--- config.mk ---
export PLATFORM = sky130hd
export DESIGN_NAME = lcd_cmd_scheduler
export DESIGN_NICKNAME = d
export VERILOG_FILES = /design/src/rtl/lcd_pkg.sv /design/src/rtl/lcd_rr_arbiter.sv /design/src/rtl/lcd_cmd_scheduler.sv
export SDC_FILE = /design/constraint.sdc
export NUM_CORES = 1
export LEC_CHECK = 0
export CAP_MARGIN = 20
export CORE_ASPECT_RATIO = 0.75
export CORE_UTILIZATION = 50
export CTS_CLUSTER_DIAMETER = 50
export DETAILED_ROUTE_END_ITERATION = 16
export PLACE_DENSITY = 0.79
export SYNTH_ARGS = -nofsm -noshare
export SYNTH_HDL_FRONTEND = slang
export SYNTH_SLANG_ARGS = --single-unit
--- constraint.sdc ---
create_clock -name i_clk -period 3.5 [get_ports i_clk]
set_input_delay 0.525 -clock i_clk [delete_from_list [all_inputs] [get_ports i_clk]]
set_output_delay 0.525 -clock i_clk [all_outputs]
set_load 0.1 [all_outputs]
--- src/rtl/lcd_pkg.sv ---
// Shared types and constants for the LCD command scheduler: FSM states,
// HD44780 command bytes and the power-up init sequence.
package lcd_pkg;

    typedef enum logic [2:0] {
        S_INIT,
        S_START,
        S_WAIT,
        S_GAP,
        S_ARB
    } lcd_state_e;

    localparam logic [7:0] LCD_FUNC_SET = 8'h38;
    localparam logic [7:0] LCD_DISP_ON  = 8'h0C;
    localparam logic [7:0] LCD_CLEAR    = 8'h01;
    localparam logic [7:0] LCD_ENTRY    = 8'h06;
    localparam logic [7:0] LCD_HOME     = 8'h80;
    localparam logic [7:0] LCD_LINE2    = 8'hC0;

    localparam int INIT_LEN   = 5;
    localparam int INIT_IDX_W = 3;

    function automatic logic [7:0] init_rom(input logic [INIT_IDX_W-1:0] idx);
        case (idx)
            3'd0:    init_rom = LCD_FUNC_SET;
            3'd1:    init_rom = LCD_DISP_ON;
            3'd2:    init_rom = LCD_CLEAR;
            3'd3:    init_rom = LCD_ENTRY;
            default: init_rom = LCD_HOME;
        endcase
    endfunction

endpackage

--- src/rtl/lcd_rr_arbiter.sv ---
// Round-robin grant among NREQ requesters. While locked only the owner may be
// granted; the pointer moves past a requester when its burst ends.
module lcd_rr_arbiter #(
    parameter int NREQ = 2
) (
    input  logic                    i_clk,
    input  logic                    i_rst,
    input  logic [NREQ-1:0]         i_req,
    input  logic                    i_en,
    input  logic                    i_lock,
    input  logic [$clog2(NREQ)-1:0] i_owner,
    input  logic                    i_advance,
    output logic [NREQ-1:0]         o_grant,
    output logic [$clog2(NREQ)-1:0] o_grant_idx,
    output logic                    o_grant_vld
);

    localparam int IDX_W = $clog2(NREQ);
    localparam int CW    = IDX_W + 1;

    logic [IDX_W-1:0] ptr_q;
    logic [CW-1:0]    cand;

    always_comb begin
        o_grant_vld = 1'b0;
        o_grant_idx = '0;
        cand        = '0;
        if (i_en) begin
            if (i_lock) begin
                o_grant_vld = i_req[i_owner];
                o_grant_idx = i_owner;
            end else begin
                // First valid requester at or after the pointer, wrapping modulo NREQ.
                for (int off = 0; off < NREQ; off++) begin
                    cand = {1'b0, ptr_q} + CW'(off);
                    if (cand >= CW'(NREQ)) begin
                        cand = cand - CW'(NREQ);
                    end
                    if (!o_grant_vld && i_req[cand[IDX_W-1:0]]) begin
                        o_grant_vld = 1'b1;
                        o_grant_idx = cand[IDX_W-1:0];
                    end
                end
            end
        end
        o_grant = '0;
        if (o_grant_vld) begin
            o_grant[o_grant_idx] = 1'b1;
        end
    end

    always_ff @(posedge i_clk or posedge i_rst) begin
        if (i_rst) begin
            ptr_q <= '0;
        end else if (i_advance) begin
            ptr_q <= (o_grant_idx == IDX_W'(NREQ - 1)) ? '0 : o_grant_idx + IDX_W'(1);
        end
    end

endmodule

--- src/rtl/lcd_cmd_scheduler.sv ---
// Shares one LCD byte-write controller between NREQ clients: runs the HD44780
// init sequence after reset, then serves round-robin bursts with a settle gap.
module lcd_cmd_scheduler
    import lcd_pkg::*;
#(
    parameter int               NREQ       = 2,
    parameter int               DLY_W      = 18,
    parameter logic [DLY_W-1:0] DLY_CYCLES = 18'h3FFFE
) (
    input  logic              i_clk,
    input  logic              i_rst,
    input  logic [NREQ-1:0]   i_req_valid,
    input  logic [NREQ-1:0]   i_req_rs,
    input  logic [8*NREQ-1:0] i_req_data,
    input  logic [NREQ-1:0]   i_req_last,
    output logic [NREQ-1:0]   o_req_ready,
    output logic              o_init_done,
    output logic              o_busy,
    output logic [7:0]        o_lcd_data,
    output logic              o_lcd_rs,
    output logic              o_lcd_start,
    input  logic              i_lcd_done
);

    localparam int                    IDX_W     = $clog2(NREQ);
    localparam logic [DLY_W-1:0]      GAP_LAST  = DLY_CYCLES - DLY_W'(1);
    localparam logic [INIT_IDX_W-1:0] INIT_LAST = INIT_IDX_W'(INIT_LEN - 1);

    lcd_state_e            state_q, state_d;
    logic [INIT_IDX_W-1:0] idx_q;
    logic [DLY_W-1:0]      cnt_q;
    logic [7:0]            data_q;
    logic                  rs_q;
    logic                  lock_q;
    logic [IDX_W-1:0]      owner_q;
    logic                  init_done_q;
    logic                  busy_q;

    logic [NREQ-1:0]  grant;
    logic [IDX_W-1:0] grant_idx;
    logic             grant_vld;
    logic             arb_en;
    logic             gap_end;
    logic             acc_last;
    logic             acc_rs;
    logic [7:0]       acc_data;

    assign arb_en   = (state_q == S_ARB) && init_done_q;
    assign gap_end  = (state_q == S_GAP) && (cnt_q == GAP_LAST);
    assign acc_last = i_req_last[grant_idx];
    assign acc_rs   = i_req_rs[grant_idx];
    assign acc_data = i_req_data[8*grant_idx +: 8];

    lcd_rr_arbiter #(
        .NREQ(NREQ)
    ) u_arb (
        .i_clk      (i_clk),
        .i_rst      (i_rst),
        .i_req      (i_req_valid),
        .i_en       (arb_en),
        .i_lock     (lock_q),
        .i_owner    (owner_q),
        .i_advance  (grant_vld && acc_last),
        .o_grant    (grant),
        .o_grant_idx(grant_idx),
        .o_grant_vld(grant_vld)
    );

    always_ff @(posedge i_clk or posedge i_rst) begin
        if (i_rst) begin
            state_q <= S_INIT;
        end else begin
            state_q <= state_d;
        end
    end

    // A done that arrives while start is first raised already completes the byte.
    always_comb begin
        state_d = state_q;
        case (state_q)
            S_INIT:         state_d = S_START;
            S_START,
            S_WAIT:         state_d = i_lcd_done ? S_GAP : S_WAIT;
            S_GAP: begin
                if (gap_end) begin
                    state_d = (init_done_q || idx_q == INIT_LAST) ? S_ARB : S_INIT;
                end
            end
            S_ARB: begin
                if (grant_vld) begin
                    state_d = S_START;
                end
            end
            default:        state_d = S_INIT;
        endcase
    end

    always_comb begin
        o_req_ready = grant;
        o_lcd_start = (state_q == S_START) || (state_q == S_WAIT);
        o_busy      = busy_q;
        o_init_done = init_done_q;
        o_lcd_data  = data_q;
        o_lcd_rs    = rs_q;
    end

    always_ff @(posedge i_clk or posedge i_rst) begin
        if (i_rst) begin
            idx_q       <= '0;
            cnt_q       <= '0;
            data_q      <= '0;
            rs_q        <= 1'b0;
            lock_q      <= 1'b0;
            owner_q     <= '0;
            init_done_q <= 1'b0;
            busy_q      <= 1'b0;
        end else begin
            busy_q <= (state_d != S_ARB);
            cnt_q  <= (state_q == S_GAP) ? cnt_q + DLY_W'(1) : '0;
            if (gap_end && !init_done_q) begin
                if (idx_q == INIT_LAST) begin
                    init_done_q <= 1'b1;
                end else begin
                    idx_q <= idx_q + INIT_IDX_W'(1);
                end
            end
            if (state_q == S_INIT) begin
                data_q <= init_rom(idx_q);
                rs_q   <= 1'b0;
            end else if (grant_vld) begin
                data_q  <= acc_data;
                rs_q    <= acc_rs;
                lock_q  <= !acc_last;
                owner_q <= grant_idx;
            end
        end
    end

endmodule
==> metrics.txt, run 1 <==
# TYPE chip_impl_metric gauge
chip_impl_info{name="run_status",value="completed"} 1
chip_impl_metric{name="number_of_maximum_capacitance_violations",unit=""} 0
chip_impl_metric{name="antenna_cells",unit=""} 0
chip_impl_metric{name="holdPathStages",unit=""} 1
chip_impl_info{name="cts-root-buf",value="sky130_fd_sc_hd__clkbuf_8"} 1
chip_impl_metric{name="numPortBuffers",unit=""} 38
chip_impl_metric{name="number_of_flip_flops_and_latches_in_the_synthesized_netlist",unit=""} 38
chip_impl_metric{name="finalWeightedCongestion",unit=""} 0.801
chip_impl_info{name="hp-start",value="o_lcd_data[6]"} 1
chip_impl_metric{name="detail_route.iter0.violations",unit=""} 118
chip_impl_metric{name="cts_buffers",unit=""} 5
chip_impl_metric{name="async_sr_flop_fraction",unit=""} 1.00
chip_impl_metric{name="total_neg_setup_slack",unit="ns"} 0
chip_impl_metric{name="wl_per_cell",unit="microns"} 14.3
chip_impl_metric{name="drt-total-wl",unit="mm"} 4.16
chip_impl_metric{name="ys_seq_area_frac",unit=""} 0.482
chip_impl_info{name="cp_slowest_cell",value="sky130_fd_sc_hd__nor4_4"} 1
chip_impl_info{name="route.top_layer_used",value="met4"} 1
chip_impl_metric{name="worst-endpoint-required",unit="ns"} 2.97
chip_impl_metric{name="grt_pass1_vias",unit=""} 1441
chip_impl_metric{name="routed-wl-met2",unit="mm"} 1.81
chip_impl_metric{name="route.vias.total",unit=""} 1561
chip_impl_metric{name="maxSlewHeadroom",unit=""} 0.345
chip_impl_metric{name="timing.final.crit_share",unit=""} 0.758
chip_impl_metric{name="initial_core_util",unit=""} 0.532
chip_impl_metric{name="coreArea",unit="sq um"} 3710
chip_impl_metric{name="design.final.nets",unit=""} 270
chip_impl_metric{name="standby_leakage_power",unit="uW"} 0.00105
chip_impl_metric{name="power.ir.vdd_worst",unit="uV"} 258
chip_impl_info{name="synth_top_flop_cell",value="sky130_fd_sc_hd__dfrtp_1"} 1
chip_impl_info{name="unrepaired_setup_endpoints_after_global_routing",value="false"} 1
chip_impl_metric{name="netlist_area",unit="sq um"} 1970
chip_impl_metric{name="grt_pass1_wl",unit="mm"} 6.83
chip_impl_info{name="reg_to_reg_critical_path_startpoint",value="state_q[0]"} 1
chip_impl_metric{name="timing.final.hold_violations",unit=""} 0
chip_impl_info{name="cp_cell_sequence",value="clkdlybuf4s50_1 > inv_1 > nor4_4 > buf_4"} 1
chip_impl_metric{name="syn-instance-count",unit=""} 195
chip_impl_metric{name="die_span_in_y",unit="microns"} 56.4
chip_impl_metric{name="grt_max_degree",unit=""} 39
chip_impl_metric{name="antenna_found_initial",unit=""} 0
chip_impl_info{name="tritoncts",value="yes"} 1
chip_impl_metric{name="ff2ff_setup_slack",unit="ns"} 1.71
chip_impl_metric{name="cts_resized",unit=""} 0
chip_impl_metric{name="final-setup-viol-count",unit=""} 0
chip_impl_metric{name="critical-path-max-stage-delay",unit="ns"} 0.60
chip_impl_metric{name="timing.reg2reg.worst_path_depth",unit=""} 5
chip_impl_metric{name="synthesis.nets",unit=""} 227
chip_impl_metric{name="grt_remaining_overflow",unit=""} 0
chip_impl_info{name="rr_endpoint",value="o_lcd_rs"} 1
chip_impl_metric{name="cts.sink_count",unit=""} 38
chip_impl_metric{name="cts.htree.levels",unit=""} 2
chip_impl_metric{name="route.detailed.vias_per_inst",unit=""} 5.36
chip_impl_metric{name="finClkSkew",unit="ns"} 0.00485
chip_impl_metric{name="first_pass_iters",unit=""} 4
chip_impl_metric{name="num_io_pins",unit=""} 39
chip_impl_info{name="layout.cells.most_common_list",value="38 x sky130_fd_sc_hd__dfrtp_1, 35 x sky130_fd_sc_hd__clkdlybuf4s50_1, 27 x sky130_fd_sc_hd__nor2_1"} 1
chip_impl_info{name="endpoint_kind",value="primary output"} 1
chip_impl_metric{name="drt-met1-wl",unit="mm"} 2.09
chip_impl_metric{name="dieWidth",unit="microns"} 74.6
chip_impl_metric{name="final_layout_size_suffix_gt1_frac",unit=""} 0.0879
chip_impl_metric{name="fmax",unit="MHz"} 377
chip_impl_metric{name="slew_violations",unit=""} 0
chip_impl_metric{name="dieArea",unit="sq um"} 4210
chip_impl_metric{name="synth.distinct_cells",unit=""} 42
chip_impl_metric{name="synth_area_per_cell",unit="sq um"} 10.1
chip_impl_metric{name="floorplan.rows",unit=""} 19
chip_impl_metric{name="final_antenna_net_count",unit=""} 0
chip_impl_metric{name="worst_skew_pair.late_latency",unit="ns"} 0.29
chip_impl_info{name="worst_hold_path.endpoint",value="o_lcd_data[6]"} 1
chip_impl_metric{name="final_period_minus_worst_setup_slack",unit="ns"} 2.65
chip_impl_info{name="element_type_at_the_critical_path_start",value="input port"} 1
chip_impl_metric{name="number_of_flops_mapped_to_enable_cells_by_yosys",unit=""} 0
chip_impl_metric{name="clockBufferDepth",unit=""} 2
chip_impl_metric{name="post_cts.repair.setup_buffers",unit=""} 0
chip_impl_metric{name="cts_hold_buf",unit=""} 0
chip_impl_metric{name="fin_util",unit=""} 0.674
chip_impl_metric{name="syn_warnings",unit=""} 0
chip_impl_metric{name="remaining_drcs",unit=""} 0
chip_impl_info{name="min_path_type",value="flop to flop"} 1
chip_impl_metric{name="worst-endpoint-arrival",unit="ns"} 2.13
chip_impl_metric{name="critPathMaxFanout",unit=""} 10
chip_impl_metric{name="clk_transition_reported_paths",unit="ns"} 0.07
chip_impl_info{name="crit_type",value="input port to primary output"} 1
chip_impl_metric{name="layout-area-overhead-vs-synth",unit="%"} 26.6
chip_impl_metric{name="worst_pin_slew",unit="ns"} 0.979
chip_impl_metric{name="detailroute.wirelength.met3",unit="microns"} 205
chip_impl_metric{name="power_per_cell_area",unit="nW/um^2"} 328
chip_impl_metric{name="grt.total_usage",unit=""} 0.220
chip_impl_info{name="layout_commonest_cell",value="sky130_fd_sc_hd__dfrtp_1"} 1
chip_impl_metric{name="dp_hpwl",unit="mm"} 2.93
-- report_power, final --
part	internal, uW	leakage [uW]	switching [uW]
Sequential	441	0.000518	1.20
Combinational	31.7	0.000482	34.4
Clock	159	0.0000482	153
-- area by class of cell --
class / instances / area, sq um
repair buffers: 39 / 380
clock buffers: 7 / 86.3
flip-flops and latches: 38 / 951
fillers: 308 / 1210
clock inverters: 1 / 5.00
inverters: 9 / 33.8
well taps: 52 / 65.1
multi-input cells: 145 / 977
-- kinds of logic after synthesis --
family	Yosys count	synth area share
AOI/OAI and AO/OA	38	0.146
adders and majority gates	7	0.0444
xor gates and xnor gates	14	0.0621
buffers and inverters	12	0.0234
and+or+nand+nor	84	0.231
muxes	2	0.0108
DFF	38	0.482
-- per-stage QoR --
step	std cells	worst slack, ns	hold slack [ns]	area (sq um)	total power [uW]
2_1_floorplan	195	0.419	0.474	1970	480
3_3_place_gp	283	0.907	0.460	2410	517
3_5_place_dp	283	0.868	0.472	2410	517
4_1_cts	291	0.868	0.489	2500	832
5_1_grt	291	0.784	0.523	2500	852
6_report	291	0.848	0.479	2500	821
-- worst max-delay path by stage --
| stage | start | to |
|---|---|---|
| after floorplan | o_init_done | o_req_ready[1] |
| after global placement | i_req_valid[1] | o_req_ready[1] |
| after CTS | i_req_valid[1] | o_req_ready[1] |
| after detailed placement | i_req_valid[1] | o_req_ready[1] |
| final | i_req_valid[1] | o_req_ready[1] |
| after global routing | i_req_valid[1] | o_req_ready[1] |
-- state kept, by name, summed over array words and instances (netlist names) --
register,cells
o_init_done,1
idx_q,3
o_busy,1
o_lcd_rs,1
cnt_q,18
u_arb.ptr_q,1
o_lcd_data,8
owner_q,1
state_q,3
lock_q,1
-- layer usage --
metal,vias up,GRT usage
met4,0,0.0647
met5,-,0
met3,7,0.0736
li1,787,-
met1,739,0.324
met2,28,0.306
-- cell usage after synthesis (2+ instances only) --
| cell type | n | area, sq um |
|---|---|---|
| sky130_fd_sc_hd__o21ai_0 | 6 | 30.0 |
| sky130_fd_sc_hd__nor2_2 | 2 | 12.5 |
| sky130_fd_sc_hd__nand2_1 | 13 | 48.8 |
| sky130_fd_sc_hd__a22o_1 | 6 | 52.6 |
| sky130_fd_sc_hd__nand4_1 | 6 | 37.5 |
| sky130_fd_sc_hd__nor2_1 | 27 | 101 |
| sky130_fd_sc_hd__and4_1 | 2 | 17.5 |
| sky130_fd_sc_hd__nand3_1 | 9 | 45.0 |
| sky130_fd_sc_hd__or3_1 | 5 | 31.3 |
| sky130_fd_sc_hd__ha_1 | 7 | 87.6 |
| sky130_fd_sc_hd__a221o_1 | 6 | 60.1 |
| sky130_fd_sc_hd__nor3_1 | 7 | 35.0 |
| sky130_fd_sc_hd__inv_1 | 9 | 33.8 |
| sky130_fd_sc_hd__and3_1 | 4 | 25.0 |
| sky130_fd_sc_hd__xor2_1 | 10 | 87.6 |
| sky130_fd_sc_hd__dfrtp_1 | 38 | 951 |
| sky130_fd_sc_hd__a21oi_1 | 8 | 40.0 |
| sky130_fd_sc_hd__a21o_1 | 2 | 15.0 |
| sky130_fd_sc_hd__xnor2_1 | 4 | 35.0 |
| sky130_fd_sc_hd__o21bai_1 | 2 | 15.0 |
-- worst max-delay path, delay by kind of cell --
family | cells | cell delay (ns)
buffers and inverters | 3 | 1.00
AND/OR/NAND/NOR | 1 | 0.60
(Power assumes the default switching activity.)
==> run 2, diff against run 1 <==
Settings changed: CORE_UTILIZATION 50 to 46, PLACE_DENSITY 0.79 to 0.76.
Clock period 3.5 ns to 2.3 ns, I/O delays scaled along.
==> run 2 against run 1 <==
Against the previous run:
- clock skew increased by 0.0022 ns
- cell count increased by 1.7%
- setup slack got worse by 0.70 ns
- global-route usage decreased by 2.8 points
- sequential share of layout area decreased by 0.23 points
- clock power increased by 37%
- largest cell class unchanged
- critical endpoint is now o_req_ready[0]
- largest power group unchanged
- sequential power increased by 52%
- hold slack got worse by 0.0041 ns
- sequential cell count unchanged
- register-to-register slack got worse by 1.1 ns
- via count increased by 2.2%
- non-clock buffer count increased by 2
==> metrics.txt, run 2 (synthesis results as in run 1) <==
# TYPE chip_impl_metric gauge
chip_impl_metric{name="fin_util",unit=""} 0.619
chip_impl_metric{name="dieWidth",unit="microns"} 77.7
chip_impl_metric{name="n_fill_cell",unit=""} 349
chip_impl_metric{name="grt.total_usage",unit=""} 0.192
chip_impl_metric{name="maxSlewHeadroom",unit=""} 0.631
chip_impl_metric{name="post_cts.repair.setup_buffers",unit=""} 0
chip_impl_metric{name="drt-total-wl",unit="mm"} 3.95
chip_impl_metric{name="power.ir.vdd_worst",unit="uV"} 295
chip_impl_metric{name="standby_leakage_power",unit="uW"} 0.00107
chip_impl_metric{name="worst-endpoint-arrival",unit="ns"} 1.81
chip_impl_metric{name="fmax",unit="MHz"} 465
chip_impl_metric{name="slew_violations",unit=""} 0
chip_impl_metric{name="grt_pass1_vias",unit=""} 1466
chip_impl_metric{name="worst_skew_pair.late_latency",unit="ns"} 0.28
chip_impl_metric{name="floorplan.rows",unit=""} 20
chip_impl_metric{name="critical-path-max-stage-delay",unit="ns"} 0.43
chip_impl_metric{name="remaining_drcs",unit=""} 0
chip_impl_info{name="cts-root-buf",value="sky130_fd_sc_hd__clkbuf_8"} 1
chip_impl_metric{name="critPathMaxFanout",unit=""} 10
chip_impl_metric{name="initial_core_util",unit=""} 0.484
chip_impl_metric{name="clk_transition_reported_paths",unit="ns"} 0.06
chip_impl_info{name="layout_commonest_cell",value="sky130_fd_sc_hd__dfrtp_1"} 1
chip_impl_metric{name="antenna_cells",unit=""} 0
chip_impl_metric{name="coreArea",unit="sq um"} 4080
chip_impl_metric{name="number_of_maximum_capacitance_violations",unit=""} 0
chip_impl_metric{name="antenna_found_initial",unit=""} 0
chip_impl_metric{name="route.detailed.vias_per_inst",unit=""} 5.39
chip_impl_metric{name="layout-area-overhead-vs-synth",unit="%"} 27.8
chip_impl_metric{name="cts_hold_buf",unit=""} 0
chip_impl_metric{name="dp_hpwl",unit="mm"} 2.95
chip_impl_metric{name="power_per_cell_area",unit="nW/um^2"} 476
chip_impl_info{name="element_type_at_the_critical_path_start",value="input port"} 1
chip_impl_metric{name="final_area",unit="sq um"} 2520
chip_impl_metric{name="final_antenna_net_count",unit=""} 0
chip_impl_metric{name="finClkSkew",unit="ns"} 0.00708
chip_impl_metric{name="grt_remaining_overflow",unit=""} 0
chip_impl_metric{name="die_span_in_y",unit="microns"} 58.7
chip_impl_metric{name="detail_route.iter0.violations",unit=""} 90
chip_impl_metric{name="worst_pin_slew",unit="ns"} 0.548
chip_impl_metric{name="fin_cells",unit=""} 296
chip_impl_metric{name="timing.final.crit_share",unit=""} 0.935
chip_impl_metric{name="numPortBuffers",unit=""} 38
chip_impl_metric{name="dp_cells",unit=""} 288
chip_impl_metric{name="route.vias.total",unit=""} 1595
chip_impl_info{name="cp_slowest_cell",value="sky130_fd_sc_hd__clkdlybuf4s50_1"} 1
chip_impl_info{name="endpoint_kind",value="primary output"} 1
chip_impl_info{name="regMostFlops",value="cnt_q"} 1
chip_impl_info{name="unrepaired_setup_endpoints_after_global_routing",value="false"} 1
chip_impl_metric{name="finalWeightedCongestion",unit=""} 0.749
chip_impl_info{name="run_status",value="completed"} 1
chip_impl_info{name="cp_cell_sequence",value="clkdlybuf4s50_1 > inv_1 > o311ai_2 > nor2_2 > buf_12"} 1
chip_impl_metric{name="largest_reg_flops",unit=""} 18
chip_impl_metric{name="first_pass_iters",unit=""} 4
chip_impl_metric{name="grt_pass1_wl",unit="mm"} 6.77
chip_impl_metric{name="clockBufferDepth",unit=""} 2
chip_impl_metric{name="final_layout_size_suffix_gt1_frac",unit=""} 0.141
chip_impl_metric{name="num_io_pins",unit=""} 39
chip_impl_info{name="min_path_type",value="input port to asynchronous set/reset pin"} 1
chip_impl_metric{name="cts_resized",unit=""} 0
chip_impl_metric{name="wl_per_cell",unit="microns"} 13.3
chip_impl_metric{name="final_period_minus_worst_setup_slack",unit="ns"} 2.15
chip_impl_info{name="crit_type",value="input port to primary output"} 1
chip_impl_metric{name="post_dp_cell_area",unit="sq um"} 2440
chip_impl_info{name="tritoncts",value="yes"} 1
chip_impl_metric{name="timing.final.hold_violations",unit=""} 0
chip_impl_metric{name="dieArea",unit="sq um"} 4560
chip_impl_metric{name="cts.sink_count",unit=""} 38
chip_impl_metric{name="worst-endpoint-required",unit="ns"} 1.96
chip_impl_metric{name="design.final.nets",unit=""} 272
chip_impl_info{name="layout.cells.most_common_list",value="37 x sky130_fd_sc_hd__dfrtp_1, 27 x sky130_fd_sc_hd__nor2_1, 24 x sky130_fd_sc_hd__clkdlybuf4s50_1"} 1
chip_impl_metric{name="cts_buffers",unit=""} 5
chip_impl_metric{name="final-setup-viol-count",unit=""} 0
chip_impl_metric{name="cts.htree.levels",unit=""} 2
chip_impl_metric{name="grt_max_degree",unit=""} 39
## run 2: changes by cell type in the layout (fill, tap and decap cells not counted), moves of 2 or more
| cell | previous run | this run |
|---|---|---|
| sky130_fd_sc_hd__buf_12 | 0 | 3 |
| sky130_fd_sc_hd__clkbuf_1 | 1 | 3 |
| sky130_fd_sc_hd__buf_4 | 4 | 14 |
| sky130_fd_sc_hd__clkdlybuf4s50_1 | 35 | 24 |
## run 2: through the flow
| step | hold slack [ns] | setup slack, ns | total power (uW) | TNS [ns] |
|---|---|---|---|---|
| after global routing | 0.530 | 0.0664 | 1250 | 0 |
| after CTS | 0.497 | 0.160 | 1220 | 0 |
| after floorplan | 0.446 | -0.241 | 731 | -1.83 |
| after detailed placement | 0.501 | 0.159 | 786 | 0 |
| final | 0.475 | 0.149 | 1200 | 0 |
| after global placement | 0.469 | 0.175 | 786 | 0 |
## run 2: power breakdown
part           internal, uW  leakage [uW]  switching [uW]  total [uW]
clock network           215     0.0000395             213         428
registers               671      0.000516            2.22         674
logic                  47.0      0.000519            51.5        98.5
total                   934       0.00107             267        1200
## run 2: metal layers
layer  part of all wire  GRT usage  vias to the layer above
li1                   -          -                      794
met1               0.53      0.287                      767
met2               0.42      0.277                       30
met3              0.039     0.0403                        4
met4             0.0096     0.0647                        0
met5                  0          0                        -
## run 2: layout make-up
type / instances / area [sq um] / area share
Inverter: 9 / 33.8 / 0.0134
Clock buffer: 8 / 80.1 / 0.0317
Tap cell: 55 / 68.8 / 0.0273
Timing Repair Buffer: 41 / 405 / 0.161
Multi-Input combinational cell: 145 / 981 / 0.389
Sequential cell: 38 / 955 / 0.378
## run 2: worst paths after layout
kind                           startpoint        endpoint  slack [ns]  cells after the start
max                        i_req_valid[1]  o_req_ready[0]        0.15                      5
min                                 i_rst   o_lcd_data[3]        0.48                      3
max reg2reg                    state_q[0]   o_lcd_data[3]        0.59                      5
min reg2reg                      cnt_q[0]        cnt_q[0]        0.51                      1
max in group asynchronous           i_rst     o_init_done        1.47                      3
min in group i_clk               cnt_q[0]        cnt_q[0]        0.51                      1
## run 2: worst max-delay path: cells and delay by family
kind	cells	cell delay, ns
buffers and inverters	3	0.86
and+or+nand+nor	1	0.43
AOI/OAI and AO/OA	1	0.17
